$ cat config.mk
export PLATFORM = sky130hd
export DESIGN_NAME = dtcm_arbiter
export DESIGN_NICKNAME = d
export VERILOG_FILES = /design/src/rtl/dtcm_arbiter_pkg.sv /design/src/rtl/dtcm_arb_id_fifo.sv /design/src/rtl/dtcm_arbiter.sv
export SDC_FILE = /design/constraint.sdc
export NUM_CORES = 1
export LEC_CHECK = 0
export BUFFER_PORTS_ARGS = -buffer_cell sky130_fd_sc_hd__buf_2
export CAP_MARGIN = 10
export CORE_AREA = 2 2 104 106
export DETAILED_ROUTE_END_ITERATION = 10
export DIE_AREA = 0 0 106 108
export GPL_ROUTABILITY_DRIVEN = 0
export PLACE_DENSITY = 0.52
export SYNTH_ARGS = -nofsm -noshare
export SYNTH_HDL_FRONTEND = slang
export SYNTH_SLANG_ARGS = --single-unit
export TNS_END_PERCENT = 50
$ cat constraint.sdc
create_clock -name clk -period 2 [get_ports clk]
set_input_delay 0.1 -clock clk [delete_from_list [all_inputs] [get_ports clk]]
set_output_delay 0.1 -clock clk [all_outputs]
set_load 0.05 [all_outputs]
$ cat src/rtl/dtcm_arbiter_pkg.sv
// Shared types and sizing constants for the two-port DTCM arbiter.
// The arbiter, its ID queue and any bench import this package.
package dtcm_arbiter_pkg;

    localparam int DTCM_ADDR_WIDTH = 16;
    localparam int XLEN            = 32;
    localparam int DTCM_ARB_NPORT  = 2;
    localparam int DTCM_ARB_ID_W   = 1;

    typedef enum logic [DTCM_ARB_ID_W-1:0] {
        PORT_M0 = 1'b0,
        PORT_M1 = 1'b1
    } port_id_e;

    // Pointer width for a queue of the given depth (never zero bits).
    function automatic int ptr_w(input int depth);
        return (depth > 1) ? $clog2(depth) : 1;
    endfunction

endpackage

$ cat src/rtl/dtcm_arb_id_fifo.sv
// In-order queue of requester IDs, one entry per outstanding DTCM transaction.
// A push is accepted while full only when the head is popped in the same cycle.
module dtcm_arb_id_fifo
    import dtcm_arbiter_pkg::*;
#(
    parameter int DEPTH = 1,
    parameter int W     = DTCM_ARB_ID_W
)
(
    input  logic         clk,
    input  logic         rst_n,
    input  logic         i_push,
    input  logic [W-1:0] i_data,
    input  logic         i_pop,
    output logic [W-1:0] o_head,
    output logic         o_full,
    output logic         o_empty
);

    localparam int PW = ptr_w(DEPTH);
    localparam int CW = $clog2(DEPTH + 1);

    logic [W-1:0]  r_mem [DEPTH];
    logic [PW-1:0] r_wptr;
    logic [PW-1:0] r_rptr;
    logic [CW-1:0] r_count;

    logic w_do_push;
    logic w_do_pop;

    function automatic logic [PW-1:0] next_ptr(input logic [PW-1:0] p);
        return (p == PW'(DEPTH - 1)) ? '0 : p + PW'(1);
    endfunction

    assign o_full    = (r_count == CW'(DEPTH));
    assign o_empty   = (r_count == '0);
    assign o_head    = r_mem[r_rptr];
    assign w_do_pop  = i_pop && !o_empty;
    assign w_do_push = i_push && (!o_full || w_do_pop);

    always_ff @(posedge clk) begin
        if (!rst_n) begin
            r_wptr  <= '0;
            r_rptr  <= '0;
            r_count <= '0;
        end else begin
            if (w_do_push) begin
                r_wptr <= next_ptr(r_wptr);
            end
            if (w_do_pop) begin
                r_rptr <= next_ptr(r_rptr);
            end
            case ({w_do_push, w_do_pop})
                2'b10:   r_count <= r_count + CW'(1);
                2'b01:   r_count <= r_count - CW'(1);
                default: r_count <= r_count;
            endcase
        end
    end

    // Storage carries no reset: entries are only read while counted valid.
    always_ff @(posedge clk) begin
        if (w_do_push) begin
            r_mem[r_wptr] <= i_data;
        end
    end

endmodule

$ cat src/rtl/dtcm_arbiter.sv
// Round-robin arbiter sharing one DTCM port between LSU (m0) and debug (m1),
// with grant lock while stalled and in-order response routing by owner ID.
module dtcm_arbiter
    import dtcm_arbiter_pkg::*;
#(
    parameter int AW      = DTCM_ADDR_WIDTH,
    parameter int DW      = XLEN,
    parameter int OUTS_DP = 1
)
(
    input  logic            clk,
    input  logic            rst_n,
    input  logic            m0_cmd_valid,
    output logic            m0_cmd_ready,
    input  logic            m0_cmd_read,
    input  logic [AW-1:0]   m0_cmd_addr,
    input  logic [DW-1:0]   m0_cmd_wdata,
    input  logic [DW/8-1:0] m0_cmd_wmask,
    output logic            m0_rsp_valid,
    input  logic            m0_rsp_ready,
    output logic [DW-1:0]   m0_rsp_rdata,
    input  logic            m1_cmd_valid,
    output logic            m1_cmd_ready,
    input  logic            m1_cmd_read,
    input  logic [AW-1:0]   m1_cmd_addr,
    input  logic [DW-1:0]   m1_cmd_wdata,
    input  logic [DW/8-1:0] m1_cmd_wmask,
    output logic            m1_rsp_valid,
    input  logic            m1_rsp_ready,
    output logic [DW-1:0]   m1_rsp_rdata,
    output logic            dtcm_cmd_valid,
    input  logic            dtcm_cmd_ready,
    output logic            dtcm_cmd_read,
    output logic [AW-1:0]   dtcm_cmd_addr,
    output logic [DW-1:0]   dtcm_cmd_wdata,
    output logic [DW/8-1:0] dtcm_cmd_wmask,
    input  logic            dtcm_rsp_valid,
    output logic            dtcm_rsp_ready,
    input  logic [DW-1:0]   dtcm_rsp_rdata
);

    // Handshakes: a transfer happens on a rising clk edge where valid && ready;
    // valid never waits on ready, and a stalled command holds its payload.

    port_id_e r_ptr;
    port_id_e r_lock_id;
    logic     r_lock_vld;

    port_id_e                   w_grant;
    logic [DTCM_ARB_ID_W-1:0]   w_push_id;
    logic [DTCM_ARB_ID_W-1:0]   w_head;
    logic                       w_full;
    logic                       w_empty;
    logic                       w_own_m1;
    logic                       w_own_rsp_ready;
    logic                       w_rsp_hs;
    logic                       w_cmd_hs;
    logic                       w_room;
    logic                       w_win_valid;

    always_comb begin
        w_grant = r_ptr;
        if (r_lock_vld) begin
            w_grant = r_lock_id;
        end else if (m0_cmd_valid && !m1_cmd_valid) begin
            w_grant = PORT_M0;
        end else if (m1_cmd_valid && !m0_cmd_valid) begin
            w_grant = PORT_M1;
        end
    end

    assign w_own_m1        = (w_head == DTCM_ARB_ID_W'(PORT_M1));
    assign w_own_rsp_ready = w_own_m1 ? m1_rsp_ready : m0_rsp_ready;
    assign dtcm_rsp_ready  = rst_n && !w_empty && w_own_rsp_ready;
    assign w_rsp_hs        = dtcm_rsp_valid && dtcm_rsp_ready;

    // A response leaving this cycle frees a slot, so a full queue still
    // accepts a command alongside it and throughput holds at depth 1.
    assign w_room      = !w_full || w_rsp_hs;
    assign w_win_valid = (w_grant == PORT_M1) ? m1_cmd_valid : m0_cmd_valid;

    assign dtcm_cmd_valid = rst_n && w_win_valid && w_room;
    assign m0_cmd_ready   = rst_n && (w_grant == PORT_M0) && dtcm_cmd_ready && w_room;
    assign m1_cmd_ready   = rst_n && (w_grant == PORT_M1) && dtcm_cmd_ready && w_room;
    assign w_cmd_hs       = dtcm_cmd_valid && dtcm_cmd_ready;
    assign w_push_id      = w_grant;

    always_comb begin
        dtcm_cmd_read  = m0_cmd_read;
        dtcm_cmd_addr  = m0_cmd_addr;
        dtcm_cmd_wdata = m0_cmd_wdata;
        dtcm_cmd_wmask = m0_cmd_wmask;
        if (w_grant == PORT_M1) begin
            dtcm_cmd_read  = m1_cmd_read;
            dtcm_cmd_addr  = m1_cmd_addr;
            dtcm_cmd_wdata = m1_cmd_wdata;
            dtcm_cmd_wmask = m1_cmd_wmask;
        end
    end

    assign m0_rsp_valid = rst_n && !w_empty && !w_own_m1 && dtcm_rsp_valid;
    assign m1_rsp_valid = rst_n && !w_empty && w_own_m1 && dtcm_rsp_valid;
    assign m0_rsp_rdata = (!w_empty && !w_own_m1) ? dtcm_rsp_rdata : '0;
    assign m1_rsp_rdata = (!w_empty && w_own_m1) ? dtcm_rsp_rdata : '0;

    always_ff @(posedge clk) begin
        if (!rst_n) begin
            r_ptr      <= PORT_M0;
            r_lock_vld <= 1'b0;
            r_lock_id  <= PORT_M0;
        end else if (w_cmd_hs) begin
            r_ptr      <= (w_grant == PORT_M0) ? PORT_M1 : PORT_M0;
            r_lock_vld <= 1'b0;
        end else if (dtcm_cmd_valid) begin
            r_lock_vld <= 1'b1;
            r_lock_id  <= w_grant;
        end
    end

    dtcm_arb_id_fifo #(
        .DEPTH (OUTS_DP),
        .W     (DTCM_ARB_ID_W)
    ) u_id_fifo (
        .clk     (clk),
        .rst_n   (rst_n),
        .i_push  (w_cmd_hs),
        .i_data  (w_push_id),
        .i_pop   (w_rsp_hs),
        .o_head  (w_head),
        .o_full  (w_full),
        .o_empty (w_empty)
    );

    // A response with nothing outstanding has no owner to route to.
    a_rsp_needs_owner: assert property (@(posedge clk) disable iff (!rst_n)
        !(dtcm_rsp_valid && w_empty));

endmodule

==> results.md <==
Run status:
- The run finished with clean final reports.

Final layout:
- The number of antenna diodes is 0.
- The end-of-flow core utilization is 30.8%.
- Of the cells placed in the final design, the portion with a size suffix greater than 1 is 76.9%.
- The post-layout net count is 589.
- The finished layout holds 578 standard cells, fillers aside.
- The area overhead of the layout relative to synthesis is 101%.

Floorplan:
- The floorplan has 37 rows.
- In this run the vertical extent of the chip is 108 um.
- Once the floorplan was initialized, standard cells occupied 15.3% of the core.
- The width of the die is 106 um.
- The number of ports placed on the die boundary is 269.
- The die covers 11400 um^2.
- The core area is 10200 um^2.

Synthesis:
- Yosys attributes the largest share of cell area to mux2_4 36%, and2_1 13%, and3_1 13%.
- The share of Yosys cell area claimed by the top area cell type is 35.5%.
- The cell count after synthesis is 176.
- The synthesis warning total is 0.
- The synthesized netlist occupies a cell area of 1560 um^2.
- Synthesis inferred 5 register bits.
- The share of the yosys chip area belonging to registers is 7.04%.
- The simple-gate area share of the yosys netlist is 31.0%.
- The cell type contributing the most total cell area after synthesis is mux2_4.
- The post-synthesis cell type count is 23.
- The post-synthesis mux area share is 48.4%.
- The number of enable-type register cells in the synthesized netlist is 1.
- The synthesized area per cell is 8.89 um^2.
- The fraction of synthesis flops using an asynchronous set or reset pin is 0%.
- The synthesized netlist devotes 4.88% of its cell area to compound gates.
- The combinational family with the most area after synthesis is multiplexers.
- The number of nets in the synthesized netlist is 322.
- The synthesized netlist devotes 0.720% of its cell area to adder and majority cells.
- The synthesized netlist devotes 0% of its cell area to XOR and XNOR gates.
- For this run, the leading register cell type out of synthesis is dfxtp_1.

Clock tree:
- The largest buffer count on any clock path is 2.
- CTS built an H-tree with a depth of 1.
- The post-cts gate resize count is 0.
- CTS saw 5 sinks.
- In this run, CTS created clock tree buffers numbering 3.
- Clock-pin slew was measured on the worst setup and hold paths at 40 ps.
- TritonCTS built the clock tree.
- The later-pin clock latency in the skew report is 220 ps.
- The number of buffers inserted by hold repair at cts is 0.
- The count of buffers added by post-CTS timing repair for setup is 0.
- Clock tree synthesis selected as its root buffer the cell clkbuf_8.

Route:
- The detailed-route vias per instance is 3.91.
- Once detail routing completed, the nets flagged for antenna violations numbered 0.
- The routed length per instance is 12.6 um.
- The via count of the routed design is 2261.
- The count of TritonRoute iterations in the first routing pass is 3.
- The total detailed-routing wirelength is 7260 um.
- The number of DRC violations after detailed routing is 0.
- The detailed router finished its first iteration with 45 violations.

Power and ir drop:
- Summed over all nets, the switching power comes to 960 uW.
- Summed over all cells, the static leakage comes to 2.08 nW.
- Sequential cells account for 7.0% of the total power.
- Combinational cells account for 82.0% of the total power.
- The sum of internal, switching and leakage power is 1.70 mW.
- In this run the power density over the cells is 541 nW/um^2.
- Internal power comes to 744 uW.
- The share of power burned in the clock network is 11.0%.
- Net switching is 56.3% of the power.
- Across the VDD grid, the largest voltage drop is 252 uV.

Setup path:
- Traced cell by cell, the critical path runs through inv_1 > maj3_2 > o21a_4 > buf_12 > mux2_4 > buf_2.
- The highest fanout seen on the critical path is 24.
- The kind of launch point of the worst setup path is a flop.
- STA classifies the critical path endpoint as a primary output.
- The largest individual stage delay along the critical path comes from the cell dfxtp_1.
- The worst setup path is of the reg2out kind.
- The required time reported for the critical path endpoint is 1900 ps.
- On the worst path, the slowest cell contributes a delay of 330 ps.
- STA puts the critical path data arrival time at 1860 ps.

Timing:
- The final critical path takes up 98.1% of the cycle.
- The final-report hold violation count is 0.
- The worst clock skew is 3.02 ps.
- The setup-violating endpoint count in the final report is 0.
- At the pin with the least slew margin, the transition time is 324 ps.
- Setup repair after global routing could not meet its margin everywhere.
- Across all setup checks in the final design, the least slack found is 37.4 ps.
- The normalized max-slew margin is 78.4%.
- The maximum operating frequency is 0.510 GHz.
- The minimum clock period is 1960 ps.
- The number of max-slew violations in the final report is 0.

Job:
- The count of max-cap constraint violations is 0.

Placement:
- Including well taps, the total number of placed cells is 574.
- The half-perimeter wire length after placement is 6390 um.
- The count of buffers added on input and output ports is 268.
- The post-placement setup slack is 273 ps.

Global routing:
- The global router's overall resource usage is 10.5%.
- The largest net degree at the start of global routing is 35.
- The number of global-route vias before repair is 2094.
- The number of antenna violations at the first check in global routing is 0.
- The remaining global-route overflow is 0.
- The first global-routing pass estimated 10000 um of wire.

Hold path:
- The tightest min-delay check is of the in2reg type.
## cells in the mapped netlist (2+ instances only)
cell	n
a31o_2	2
and2_1	33
and3_1	33
buf_6	5
clkbuf_1	11
dfxtp_1	4
inv_1	6
mux2_2	17
mux2_4	37
nand2_1	5
nor2_1	6
nor3_1	2
o21a_1	3
o21ai_0	2
o311a_1	2
## sequential cells by signal (all words and copies together) (netlist names)
signal / cells
r_lock_vld: 1
u_id_fifo.r_mem: 1
r_ptr: 1
r_lock_id: 1
u_id_fifo.o_full: 1
## logic make-up after synthesis
kind of cell,Yosys count
simple gates,82
fa+ha+maj,1
mux,55
buf+inv,23
compound gates,10
flops,5
## cell usage in the layout, fill, tap and decap left out, types with 2 or more instances in the layout
cell        n
buf_2     256
inv_1       6
o311a_1     2
mux2_4     37
nor2_1      6
and2_1     33
buf_4      22
o21a_1      2
nand2_1     5
nor3_1      2
mux2_2     17
clkbuf_8    3
and3_1     33
dfxtp_1     4
a31o_2      2
o21ai_0     2
## final cells by class
| type | instances | area (um^2) |
|---|---|---|
| fill | 1127 | 7080 |
| timing repair buffer | 279 | 1470 |
| multi-input combinational | 148 | 1340 |
| tap | 136 | 170 |
| sequential | 5 | 110 |
| clock buffer | 4 | 45.0 |
| inverter | 6 | 22.5 |
## final timing paths
path	cells after the start	slack, ps	from	endpoint
worst max-delay path	6	40	r_ptr	dtcm_cmd_wdata[7]
worst min-delay path	2	210	rst_n	u_id_fifo.o_full
worst max register to register	4	410	u_id_fifo.r_mem[0]	u_id_fifo.r_mem[0]
worst min register to register	2	620	r_ptr	r_ptr
## stage by stage
step | TNS, ps | hold WS, ps | cell area, um^2
2_1_floorplan | 0 | 350 | 1560
3_3_place_gp | 0 | 437 | 3080
3_5_place_dp | 0 | 437 | 3080
4_1_cts | 0 | 207 | 3120
5_1_grt | -38.1 | 236 | 3150
6_report | 0 | 213 | 3150
## critical path, delay by kind of cell, from the launching register on
| kind | cells | cell delay (ps) |
|---|---|---|
| AO/OA/AOI/OAI | 1 | 240 |
| adder cells (fa/ha/maj) | 1 | 300 |
| buffers and inverters | 3 | 440 |
| flip-flops | 1 | 330 |
| multiplexers | 1 | 310 |
## metal layers
metal | GRT usage, % | routed length, um | vias to the layer above
li1 | - | - | 1149
met1 | 12.4 | 2840 | 1007
met2 | 20.8 | 3930 | 103
met3 | 1.27 | 460 | 2
met4 | 0.940 | 31 | 0
met5 | 0 | 0 | -
## power groups by stage
stage	clock [mW]	combinational (mW)	sequential (mW)
2_1_floorplan	0	1.04	0.119
3_3_place_gp	0	1.38	0.121
3_5_place_dp	0	1.38	0.121
4_1_cts	0.192	1.39	0.120
5_1_grt	0.199	1.46	0.120
6_report	0.188	1.40	0.120
Power figures use the tool's default switching activity.
